$ cat config.mk
export PLATFORM = sky130hd
export DESIGN_NAME = seq_mult_16x16
export DESIGN_NICKNAME = d
export VERILOG_FILES = /design/src/rtl/seq_mult_16x16.sv
export SDC_FILE = /design/constraint.sdc
export NUM_CORES = 1
export LEC_CHECK = 0
export BUFFER_PORTS_ARGS = -buffer_cell sky130_fd_sc_hd__buf_4
export CORE_MARGIN = 2
export CORE_UTILIZATION = 55
export CTS_CLUSTER_DIAMETER = 100
export CTS_CLUSTER_SIZE = 20
export DETAILED_ROUTE_END_ITERATION = 7
export PLACE_DENSITY_LB_ADDON = 0.1
export SETUP_SLACK_MARGIN = 0.02
export SYNTH_ARGS = -nofsm -noshare
export SYNTH_HDL_FRONTEND = slang
export SYNTH_SLANG_ARGS = --single-unit
$ cat constraint.sdc
create_clock -name clk -period 7.4 [get_ports clk]
set_input_delay 0.74 -clock clk [delete_from_list [all_inputs] [get_ports clk]]
set_output_delay 0.74 -clock clk [all_outputs]
set_load 0.02 [all_outputs]
$ cat src/rtl/seq_mult_16x16.sv
// Iterative 16x16 unsigned shift-add multiplier with valid/ready handshakes,
// plus the 32-bit carry-lookahead adder it drives every cycle.

module CLA_32bit (
   input  logic [31:0] a,
   input  logic [31:0] b,
   input  logic        cin,
   output logic [31:0] sum,
   output logic        cout
);
   logic [31:0] g_s;
   logic [31:0] p_s;
   logic [31:0] c_s;
   logic [7:0]  grp_g_s;
   logic [7:0]  grp_p_s;
   logic [8:0]  grp_c_s;

   assign g_s        = a & b;
   assign p_s        = a ^ b;
   assign grp_c_s[0] = cin;

   // Eight 4-bit lookahead groups; group carries chain through grp_g/grp_p.
   for (genvar k = 0; k < 8; k++) begin : g_grp
      localparam int B = 4 * k;

      assign grp_p_s[k] = p_s[B+3] & p_s[B+2] & p_s[B+1] & p_s[B];
      assign grp_g_s[k] = g_s[B+3]
                        | (p_s[B+3] & g_s[B+2])
                        | (p_s[B+3] & p_s[B+2] & g_s[B+1])
                        | (p_s[B+3] & p_s[B+2] & p_s[B+1] & g_s[B]);

      assign c_s[B]   = grp_c_s[k];
      assign c_s[B+1] = g_s[B] | (p_s[B] & grp_c_s[k]);
      assign c_s[B+2] = g_s[B+1]
                      | (p_s[B+1] & g_s[B])
                      | (p_s[B+1] & p_s[B] & grp_c_s[k]);
      assign c_s[B+3] = g_s[B+2]
                      | (p_s[B+2] & g_s[B+1])
                      | (p_s[B+2] & p_s[B+1] & g_s[B])
                      | (p_s[B+2] & p_s[B+1] & p_s[B] & grp_c_s[k]);

      assign grp_c_s[k+1] = grp_g_s[k] | (grp_p_s[k] & grp_c_s[k]);
   end

   assign sum  = p_s ^ c_s;
   assign cout = grp_c_s[8];
endmodule

module seq_mult_16x16 #(
   parameter int WIDTH = 16
) (
   input  logic                 clk,
   input  logic                 rst,
   input  logic                 in_valid,
   output logic                 in_ready,
   input  logic [WIDTH-1:0]     a,
   input  logic [WIDTH-1:0]     b,
   output logic                 out_valid,
   input  logic                 out_ready,
   output logic [2*WIDTH-1:0]   product
);
   // The adder datapath is fixed at 32 bits, so no other operand width can work.
   if (WIDTH != 16) begin : g_width_check
      $error("seq_mult_16x16: WIDTH must be 16");
   end

   localparam logic [1:0] ST_IDLE = 2'd0;
   localparam logic [1:0] ST_RUN  = 2'd1;
   localparam logic [1:0] ST_DONE = 2'd2;

   logic [1:0]        state_r;
   logic [31:0]       mcand_r;
   logic [WIDTH-1:0]  mplier_r;
   logic [31:0]       acc_r;
   logic [4:0]        count_r;
   logic [31:0]       product_r;
   logic [31:0]       sum_s;
   logic              cout_unused_s;
   logic [31:0]       acc_next_s;

   // cout is always 0: a 16x16 product never exceeds 32 bits.
   CLA_32bit u_cla (
      .a    (acc_r),
      .b    (mcand_r),
      .cin  (1'b0),
      .sum  (sum_s),
      .cout (cout_unused_s)
   );

   // Accumulator value for the current step: add only when the multiplier LSB is set.
   always_comb begin
      acc_next_s = acc_r;
      if (mplier_r[0]) begin
         acc_next_s = sum_s;
      end else begin
         acc_next_s = acc_r;
      end
   end

   // Control FSM and shift-add datapath.
   always_ff @(posedge clk) begin
      if (rst) begin
         state_r   <= ST_IDLE;
         mcand_r   <= 32'd0;
         mplier_r  <= '0;
         acc_r     <= 32'd0;
         count_r   <= 5'd0;
         product_r <= 32'd0;
      end else begin
         case (state_r)
            ST_IDLE: begin
               if (in_valid) begin
                  mcand_r  <= {{(32-WIDTH){1'b0}}, a};
                  mplier_r <= b;
                  acc_r    <= 32'd0;
                  count_r  <= 5'd0;
                  state_r  <= ST_RUN;
               end
            end
            ST_RUN: begin
               acc_r    <= acc_next_s;
               mcand_r  <= mcand_r << 1;
               mplier_r <= mplier_r >> 1;
               if (count_r != 5'd16) begin
                  count_r <= count_r + 5'd1;
               end
               // Sixteenth step: publish the sum produced by this very step.
               if (count_r == 5'd15) begin
                  product_r <= acc_next_s;
                  state_r   <= ST_DONE;
               end
            end
            ST_DONE: begin
               if (out_ready) begin
                  state_r <= ST_IDLE;
               end
            end
            default: begin
               state_r <= ST_IDLE;
            end
         endcase
      end
   end

   assign in_ready  = (state_r == ST_IDLE);
   assign out_valid = (state_r == ST_DONE);
   assign product   = product_r;
endmodule

==> results of run 1 <==
layer usage:
| metal | up-vias | share of wire [%] |
|---|---|---|
| met2 | 162 | 49 |
| met1 | 2715 | 44 |
| li1 | 2800 | - |
| met4 | 0 | 1.8 |
| met3 | 23 | 4.4 |
| met5 | - | 0 |
synth_stat cells (2+ instances only):
master | count | area share [%]
sky130_fd_sc_hd__o21a_1 | 2 | 0.24
sky130_fd_sc_hd__nand2_1 | 58 | 3.5
sky130_fd_sc_hd__clkbuf_1 | 45 | 2.7
sky130_fd_sc_hd__dfxtp_1 | 119 | 38
sky130_fd_sc_hd__xor2_1 | 7 | 0.98
sky130_fd_sc_hd__nand4_1 | 5 | 0.50
sky130_fd_sc_hd__a22oi_1 | 45 | 5.4
sky130_fd_sc_hd__o211ai_1 | 7 | 0.84
sky130_fd_sc_hd__fa_1 | 8 | 2.6
sky130_fd_sc_hd__nor2_1 | 177 | 11
sky130_fd_sc_hd__a21o_1 | 7 | 0.84
sky130_fd_sc_hd__and3_1 | 3 | 0.30
sky130_fd_sc_hd__buf_1 | 5 | 0.30
sky130_fd_sc_hd__inv_1 | 25 | 1.5
sky130_fd_sc_hd__a21oi_1 | 78 | 6.2
sky130_fd_sc_hd__ha_1 | 34 | 6.8
sky130_fd_sc_hd__nor2b_1 | 31 | 3.1
sky130_fd_sc_hd__o31ai_1 | 3 | 0.36
sky130_fd_sc_hd__nand2b_1 | 5 | 0.50
sky130_fd_sc_hd__mux2i_1 | 8 | 1.3
sky130_fd_sc_hd__o21ai_0 | 4 | 0.32
sky130_fd_sc_hd__xnor2_1 | 16 | 2.2
sky130_fd_sc_hd__o21ai_1 | 4 | 0.32
sky130_fd_sc_hd__a211oi_1 | 17 | 2.0
sky130_fd_sc_hd__nor3_1 | 34 | 2.7
sky130_fd_sc_hd__nand3_1 | 6 | 0.48
sky130_fd_sc_hd__mux2_2 | 11 | 2.0
sky130_fd_sc_hd__a31oi_1 | 5 | 0.50
cell families (layout without fill, tap and decap cells):
| family | Yosys count | in the layout | share of synthesized area (%) |
|---|---|---|---|
| adders and majority gates | 42 | 42 | 9.33 |
| buffers and inverters | 77 | 133 | 4.62 |
| xor gates and xnor gates | 23 | 23 | 3.21 |
| and+or+nand+nor | 326 | 326 | 22.4 |
| AOI/OAI and AO/OA | 182 | 182 | 19.3 |
| DFF | 119 | 119 | 38.0 |
| muxes | 19 | 19 | 3.25 |
stage by stage:
step / hold slack [ns] / instances / util (%) / power [mW]
2_1_floorplan: 0.469 / 788 / - / 0.799
3_3_place_gp: 0.440 / 955 / 60.7 / 0.842
3_5_place_dp: 0.446 / 955 / 60.7 / 0.847
4_1_cts: 0.453 / 987 / 65.5 / 1.61
5_1_grt: 0.471 / 987 / 65.5 / 1.66
6_report: 0.452 / 987 / 65.5 / 1.60
tightest hold or removal path: cells and delay by family, from the launching register on:
family / cells / cell delay [ns]
flops: 1 / 0.30
simple gates: 1 / 0.05
compound gates: 1 / 0.05
final cells by class:
class	instances	area share (%)
repair buffers	75	7.62
flip-flops and latches	119	32.3
clock inverters	10	1.05
inverters	26	1.32
clock buffers	22	6.42
well taps	143	2.42
multi-input cells	592	48.9
worst paths after layout:
| path | slack, ns | end | from |
|---|---|---|---|
| setup reg to reg | 4.26 | acc_r[29]$_SDFFE_PP0P_ | mcand_r[11]$_SDFFE_PP0P_ |
| hold reg to reg | 0.45 | product[4]$_SDFFE_PP0P_ | product[4]$_SDFFE_PP0P_ |
| setup / recovery | 4.26 | acc_r[29]$_SDFFE_PP0P_ | mcand_r[11]$_SDFFE_PP0P_ |
| hold / removal | 0.45 | product[4]$_SDFFE_PP0P_ | product[4]$_SDFFE_PP0P_ |
report_power, final:
part	internal (mW)	switching, mW	leakage (nW)
sequential	0.660	0.0195	0.967
clock	0.482	0.284	0.279
combinational	0.0615	0.0941	1.87
flip-flops by register name, indices dropped and copies added (netlist names):
signal    count
product      32
acc_r        32
count_r       5
mcand_r      32
state_r       2
mplier_r     16
==> impl_metrics.prom, run 1 <==
# TYPE chip_impl_metric gauge
chip_impl_metric{name="n_diodes",unit=""} 0
chip_impl_metric{name="antenna_violations_before_repair",unit=""} 0
chip_impl_info{name="final_cell_mix",value="sky130_fd_sc_hd__nor2_1 (176), sky130_fd_sc_hd__dfxtp_1 (118), sky130_fd_sc_hd__a21oi_1 (78)"} 1
chip_impl_metric{name="achievable-frequency",unit="MHz"} 318
chip_impl_metric{name="cp_data_required_time",unit="ns"} 7.69
chip_impl_metric{name="layout.cell_area.non_filler",unit="mm²"} 0.00739
chip_impl_metric{name="fin_worst_skew",unit="ns"} 0.00601
chip_impl_info{name="worst_path_most_repeated_cell",value="sky130_fd_sc_hd__a21oi_1"} 1
chip_impl_info{name="path_class",value="flip-flop to flip-flop"} 1
chip_impl_info{name="outcome",value="complete, no violations"} 1
chip_impl_info{name="grt-busiest-layer",value="met2"} 1
chip_impl_metric{name="pre_cts_setup_slack",unit="ns"} 4.31
chip_impl_metric{name="groute.layer.met3.usage",unit="%"} 5.90
chip_impl_metric{name="htreeDepth",unit=""} 4
chip_impl_metric{name="core.rowCount",unit=""} 39
chip_impl_metric{name="min_delay_path_depth",unit=""} 2
chip_impl_metric{name="yosys_warnings",unit=""} 0
chip_impl_metric{name="synth_cells",unit=""} 788
chip_impl_metric{name="core_area",unit="mm²"} 0.0113
chip_impl_metric{name="final-max-slew-violation-count",unit=""} 0
chip_impl_metric{name="n_fill_cell",unit=""} 983
chip_impl_metric{name="powerDensity",unit="mW/mm²"} 217
chip_impl_metric{name="grt.overflow.total",unit=""} 0
chip_impl_metric{name="max_slew_margin",unit="%"} 26.6
chip_impl_metric{name="detailedPlacementHpwl",unit="mm"} 9.86
chip_impl_metric{name="met2_usage",unit="%"} 43.2
chip_impl_metric{name="post-route-drc-count",unit=""} 0
chip_impl_metric{name="die_width",unit="µm"} 111
chip_impl_metric{name="critical_path_cell_count",unit=""} 14
chip_impl_metric{name="layout_worst_path_cycle_share",unit="%"} 42.5
chip_impl_metric{name="crit_buf_inv",unit=""} 0
chip_impl_metric{name="routed_wl",unit="mm"} 15.5
chip_impl_metric{name="numCtsBuffers",unit=""} 17
chip_impl_metric{name="ios",unit=""} 70
chip_impl_metric{name="netlist_area",unit="mm²"} 0.00628
chip_impl_metric{name="final_nets",unit=""} 909
chip_impl_metric{name="synth-async-reset-ratio",unit="%"} 0
chip_impl_metric{name="detail_route.vias_per_cell",unit=""} 5.78
chip_impl_metric{name="clk-insertion-delay-late",unit="ns"} 0.42
chip_impl_metric{name="number_of_sinks_handled_by_clock_tree_synthesis",unit=""} 119
chip_impl_metric{name="synth_nets",unit=""} 866
chip_impl_metric{name="r2r.worst_path.cells",unit=""} 14
chip_impl_metric{name="drt_first_iter_violations",unit=""} 396
chip_impl_metric{name="pleak",unit="nW"} 3.12
chip_impl_metric{name="grt_pass1_wl",unit="mm"} 26.0
chip_impl_info{name="hold_path.class",value="flip-flop to flip-flop"} 1
chip_impl_metric{name="number_of_global_route_vias_before_repair",unit=""} 5520
chip_impl_metric{name="start_util",unit="%"} 55.7
chip_impl_info{name="mostFrequentLayoutCell",value="sky130_fd_sc_hd__nor2_1"} 1
chip_impl_metric{name="seq_area",unit="mm²"} 0.00238
chip_impl_metric{name="synth.ff_latch_count",unit=""} 119
chip_impl_metric{name="cts_setup_buffers",unit=""} 0
chip_impl_metric{name="cp_data_arrival_time",unit="ns"} 3.43
chip_impl_metric{name="min_period",unit="ns"} 3.14
chip_impl_metric{name="cts_max_path_buffers",unit=""} 2
chip_impl_metric{name="timing.max_cap.violations",unit=""} 0
chip_impl_info{name="critical_path.top_delay_family",value="compound AO/OA/AOI/OAI gates"} 1
chip_impl_metric{name="detail_route.first_pass.iterations",unit=""} 5
chip_impl_metric{name="finalWeightedCongestion",unit=""} 0.828
chip_impl_info{name="worst_setup_path_end_kind",value="flip-flop"} 1
chip_impl_metric{name="layout-drive-gt1-share",unit="%"} 15.0
chip_impl_info{name="unrepaired_setup_endpoints_after_global_routing",value="false"} 1
chip_impl_metric{name="irDropWorstVdd",unit="mV"} 0.181
chip_impl_metric{name="floorplan_die_height",unit="µm"} 111
chip_impl_metric{name="synth_cell_type_count",unit=""} 47
chip_impl_metric{name="syn_area_per_cell",unit="µm²"} 7.97
chip_impl_metric{name="setup_violations",unit=""} 0
chip_impl_metric{name="dieArea",unit="mm²"} 0.0123
chip_impl_metric{name="area.growth.synth_to_final",unit="%"} 17.7
chip_impl_metric{name="timing_hold_violations_final",unit=""} 0
chip_impl_metric{name="timing.final.ws_setup",unit="ns"} 4.26
chip_impl_metric{name="post_cts.resized_instances",unit=""} 0
chip_impl_metric{name="wl_per_cell",unit="µm"} 15.7
chip_impl_metric{name="placement.cell_area",unit="mm²"} 0.00684
chip_impl_metric{name="synth_edf_count",unit=""} 0
chip_impl_metric{name="worst_pin_slew",unit="ns"} 1.10
chip_impl_metric{name="dr_total_vias",unit=""} 5700
chip_impl_info{name="cts_tree",value="built"} 1
chip_impl_metric{name="multi_input_area",unit="mm²"} 0.00361
chip_impl_info{name="clock_tree.root_cell",value="sky130_fd_sc_hd__clkbuf_16"} 1
chip_impl_metric{name="grt_util_met1",unit="%"} 32.3
chip_impl_metric{name="critPathMaxStageDelay",unit="ns"} 0.39
chip_impl_metric{name="grt_max_degree",unit=""} 90
chip_impl_metric{name="cts.clk_slew.worst_paths",unit="ns"} 0.05
chip_impl_info{name="series_of_cell_instances_along_the_critical_path",value="ha_1 > a21oi_1 > a31oi_1 > a211oi_2 > o31ai_4 > a21oi_4 > o31ai_1 > o21ai_0 > nand2b_1 > fa_1 > xnor2_1 > a21oi_1 > a22oi_1 > nor2_1"} 1
chip_impl_metric{name="ys_seq_area_share",unit="%"} 38.0
chip_impl_metric{name="global_route_usage_over_all_layers",unit="%"} 25.8
chip_impl_metric{name="setup_total_negative_slack",unit="ns"} 0
chip_impl_metric{name="number_of_routed_nets_with_antenna_violations",unit=""} 0
chip_impl_info{name="cp-start-kind",value="flip-flop"} 1
chip_impl_info{name="critical-path-slowest-cell",value="sky130_fd_sc_hd__fa_1"} 1
chip_impl_metric{name="worst-path-max-fanout",unit=""} 6
chip_impl_info{name="synth_top_flop_cell",value="sky130_fd_sc_hd__dfxtp_1"} 1
chip_impl_metric{name="port-buffer-count",unit=""} 69
chip_impl_metric{name="post_cts_hold_buffer_count",unit=""} 0
No activity file was read; power rests on OpenSTA's default activity.
==> run 2: changes to the inputs <==
==> constraint.sdc (replaced) <==
create_clock -name clk -period 3 [get_ports clk]
set_input_delay 0.3 -clock clk [delete_from_list [all_inputs] [get_ports clk]]
set_output_delay 0.3 -clock clk [all_outputs]
set_load 0.02 [all_outputs]
==> run 2 against run 1 <==
Against the previous run:
- worst hold slack got worse by 0.31 ns
- fmax rose by 9.0%
- via count rose by 0.12%
- die area did not move
- clock-buffer cell count rose by 5
- critical endpoint is now acc_r[9]$_SDFFE_PP0P_
==> impl_metrics.prom, run 2 (same netlist as run 1, synthesis figures left out) <==
# TYPE chip_impl_metric gauge
chip_impl_info{name="outcome",value="complete, no violations"} 1
chip_impl_info{name="regToRegStartpoint",value="acc_r[4]$_SDFFE_PP0P_"} 1
chip_impl_info{name="clock_tree.root_cell",value="sky130_fd_sc_hd__clkbuf_16"} 1
chip_impl_metric{name="timing.max_cap.violations",unit=""} 0
chip_impl_info{name="worst_setup_path_end_kind",value="flip-flop"} 1
chip_impl_info{name="cts_tree",value="built"} 1
chip_impl_metric{name="number_of_routed_nets_with_antenna_violations",unit=""} 0
chip_impl_metric{name="dieArea",unit="mm²"} 0.0123
chip_impl_info{name="unrepaired_setup_endpoints_after_global_routing",value="true"} 1
chip_impl_metric{name="numCtsBuffers",unit=""} 17
chip_impl_metric{name="wl_per_cell",unit="µm"} 16.0
chip_impl_metric{name="floorplan_die_height",unit="µm"} 111
chip_impl_metric{name="number_of_global_route_vias_before_repair",unit=""} 5440
chip_impl_info{name="path_class",value="flip-flop to flip-flop"} 1
chip_impl_metric{name="min_delay_path_depth",unit=""} 3
chip_impl_metric{name="worst-path-max-fanout",unit=""} 4
chip_impl_metric{name="post-route-drc-count",unit=""} 0
chip_impl_metric{name="drt_first_iter_violations",unit=""} 271
chip_impl_metric{name="cp_data_required_time",unit="ns"} 3.26
chip_impl_metric{name="timing.final.ws_setup",unit="ns"} 0.116
chip_impl_metric{name="cts.clk_slew.worst_paths",unit="ns"} 0.05
chip_impl_metric{name="r2r.worst_path.cells",unit=""} 14
chip_impl_metric{name="global_route_usage_over_all_layers",unit="%"} 25.8
chip_impl_metric{name="routed_wl",unit="mm"} 16.0
chip_impl_metric{name="number_of_sinks_handled_by_clock_tree_synthesis",unit=""} 119
chip_impl_metric{name="area.growth.synth_to_final",unit="%"} 22.5
chip_impl_info{name="cp-start-kind",value="flip-flop"} 1
chip_impl_metric{name="setup_violations",unit=""} 0
chip_impl_info{name="worst_r2r_endpoint",value="acc_r[9]$_SDFFE_PP0P_"} 1
chip_impl_metric{name="final_nets",unit=""} 924
chip_impl_info{name="holdCritStartpoint",value="b[15]"} 1
chip_impl_metric{name="finalWeightedCongestion",unit=""} 0.896
chip_impl_metric{name="achievable-frequency",unit="MHz"} 347
chip_impl_info{name="mostFrequentLayoutCell",value="sky130_fd_sc_hd__nor2_1"} 1
chip_impl_metric{name="worst_pin_slew",unit="ns"} 0.839
chip_impl_metric{name="layout.cell_area.non_filler",unit="mm²"} 0.00769
chip_impl_metric{name="setup_total_negative_slack",unit="ns"} 0
chip_impl_metric{name="port-buffer-count",unit=""} 69
chip_impl_metric{name="placed_cells",unit=""} 968
chip_impl_metric{name="final-max-slew-violation-count",unit=""} 0
chip_impl_metric{name="fin_worst_skew",unit="ns"} 0.00932
chip_impl_metric{name="pre_cts_setup_slack",unit="ns"} 0.0240
chip_impl_metric{name="powerDensity",unit="mW/mm²"} 520
chip_impl_info{name="series_of_cell_instances_along_the_critical_path",value="ha_1 > a21oi_1 > nand2_1 > o21ai_1 > buf_4 > nand2b_1 > a21oi_1 > inv_1 > a21oi_1 > fa_1 > xnor2_1 > mux2_2 > a22oi_1 > nor2_1"} 1
chip_impl_metric{name="die_width",unit="µm"} 111
chip_impl_info{name="final_cell_mix",value="sky130_fd_sc_hd__nor2_1 (175), sky130_fd_sc_hd__dfxtp_1 (107), sky130_fd_sc_hd__buf_4 (90)"} 1
chip_impl_metric{name="irDropWorstVdd",unit="mV"} 0.435
chip_impl_metric{name="htreeDepth",unit=""} 4
chip_impl_metric{name="cts_max_path_buffers",unit=""} 2
chip_impl_metric{name="grt_pass1_wl",unit="mm"} 25.7
chip_impl_metric{name="placement.cell_area",unit="mm²"} 0.00693
chip_impl_metric{name="min_period",unit="ns"} 2.88
chip_impl_metric{name="critPathMaxStageDelay",unit="ns"} 0.38
chip_impl_metric{name="clk-insertion-delay-late",unit="ns"} 0.42
chip_impl_metric{name="hold_slack",unit="ns"} 0.144
chip_impl_metric{name="fin_cells",unit=""} 1000
chip_impl_metric{name="ios",unit=""} 70
chip_impl_metric{name="grt.overflow.total",unit=""} 0
chip_impl_metric{name="rrSetupSlack",unit="ns"} 0.12
chip_impl_metric{name="cp_data_arrival_time",unit="ns"} 3.15
chip_impl_metric{name="core_area",unit="mm²"} 0.0113
chip_impl_metric{name="timing_hold_violations_final",unit=""} 0
chip_impl_metric{name="n_fill_cell",unit=""} 909
chip_impl_metric{name="core.rowCount",unit=""} 39
chip_impl_metric{name="start_util",unit="%"} 55.7
chip_impl_metric{name="detail_route.vias_per_cell",unit=""} 5.71
chip_impl_info{name="hold_path.class",value="primary input to flip-flop"} 1
chip_impl_info{name="worst_path_most_repeated_cell",value="sky130_fd_sc_hd__a21oi_1"} 1
chip_impl_metric{name="layout_worst_path_cycle_share",unit="%"} 96.1
chip_impl_metric{name="antenna_violations_before_repair",unit=""} 0
chip_impl_metric{name="layout-drive-gt1-share",unit="%"} 19.5
chip_impl_info{name="critical-path-slowest-cell",value="sky130_fd_sc_hd__dfxtp_1"} 1
chip_impl_metric{name="dr_total_vias",unit=""} 5707
chip_impl_metric{name="pleak",unit="nW"} 3.18
chip_impl_metric{name="max_slew_margin",unit="%"} 44.0
chip_impl_metric{name="grt_max_degree",unit=""} 79
chip_impl_metric{name="detail_route.first_pass.iterations",unit=""} 4
chip_impl_metric{name="n_diodes",unit=""} 0
chip_impl_info{name="hold-path-endpoint",value="mplier_r[15]$_SDFFE_PP0P_"} 1
chip_impl_metric{name="detailedPlacementHpwl",unit="mm"} 10.3
[run 2: changes by cell type in the layout (fill, tap and decap cells not counted), moves of 4 or more]
cell | previous run | this run
sky130_fd_sc_hd__ha_4 | 0 | 9
sky130_fd_sc_hd__a21oi_1 | 78 | 74
sky130_fd_sc_hd__dfxtp_1 | 118 | 107
sky130_fd_sc_hd__a21oi_2 | 0 | 4
sky130_fd_sc_hd__ha_1 | 34 | 25
sky130_fd_sc_hd__clkinv_2 | 8 | 2
sky130_fd_sc_hd__dfxtp_2 | 1 | 12
sky130_fd_sc_hd__buf_4 | 75 | 90
[run 2: what timing repair did]
item                                    in CTS  in global routing
gates cloned                                 0                  0
hold buffers                                 0                  0
setup buffers                                0                  2
endpoints found under the setup margin       2                 10
gates resized for setup                      0                 38
pin swaps                                    1                 15
[run 2: area by class of cell]
cell class	count	area [µm²]	area share, %
Clock buffer	27	513	6.67
Tap cell	143	179	2.33
Multi-Input combinational cell	592	3790	49.2
Timing Repair Buffer	90	676	8.79
Sequential cell	119	2400	31.2
Clock inverter	3	40.0	0.521
Inverter	26	97.6	1.27
[run 2: metrics by stage]
| stage | util [%] | power, mW |
|---|---|---|
| 5_1_grt | 68.2 | 4.15 |
| 3_3_place_gp | 61.5 | 2.09 |
| 2_1_floorplan | - | 1.97 |
| 4_1_cts | 66.4 | 4.00 |
| 3_5_place_dp | 61.5 | 2.10 |
| 6_report | 68.2 | 4.00 |
[run 2: worst max path at each step]
stage | startpoint | to | slack (ns) | depth (start not counted)
CTS | mcand_r[3]$_SDFFE_PP0P_ | product[28]$_SDFFE_PP0P_ | 0.02 | 13
floorplan | mcand_r[11]$_SDFFE_PP0P_ | acc_r[29]$_SDFFE_PP0P_ | 0.22 | 14
finish | acc_r[4]$_SDFFE_PP0P_ | acc_r[9]$_SDFFE_PP0P_ | 0.12 | 14
global route | acc_r[1]$_SDFFE_PP0P_ | acc_r[9]$_SDFFE_PP0P_ | -0.02 | 14
global placement | mcand_r[11]$_SDFFE_PP0P_ | acc_r[29]$_SDFFE_PP0P_ | 0.07 | 14
detailed placement | mcand_r[11]$_SDFFE_PP0P_ | acc_r[29]$_SDFFE_PP0P_ | 0.02 | 14
[run 2: worst max-delay path, delay by kind of cell (launching register included)]
family                     cells  cell delay (ns)
buffers and inverters          2             0.26
adders and majority gates      2             0.52
DFF                            1             0.38
muxes                          1             0.28
xor gates and xnor gates       1             0.07
and+or+nand+nor                3             0.22
AOI/OAI and AO/OA              5             0.99
[run 2: layer usage]
layer,global-route usage [%],wire (µm)
met5,0,0
met3,5.80,648
met2,44.7,7980
met4,10.6,422
met1,31.0,6940
[run 2: where the power goes]
group          switching, mW  total [mW]  internal, mW
Clock                  0.667        1.90          1.24
Sequential            0.0457        1.68          1.63
Combinational          0.247       0.421         0.174
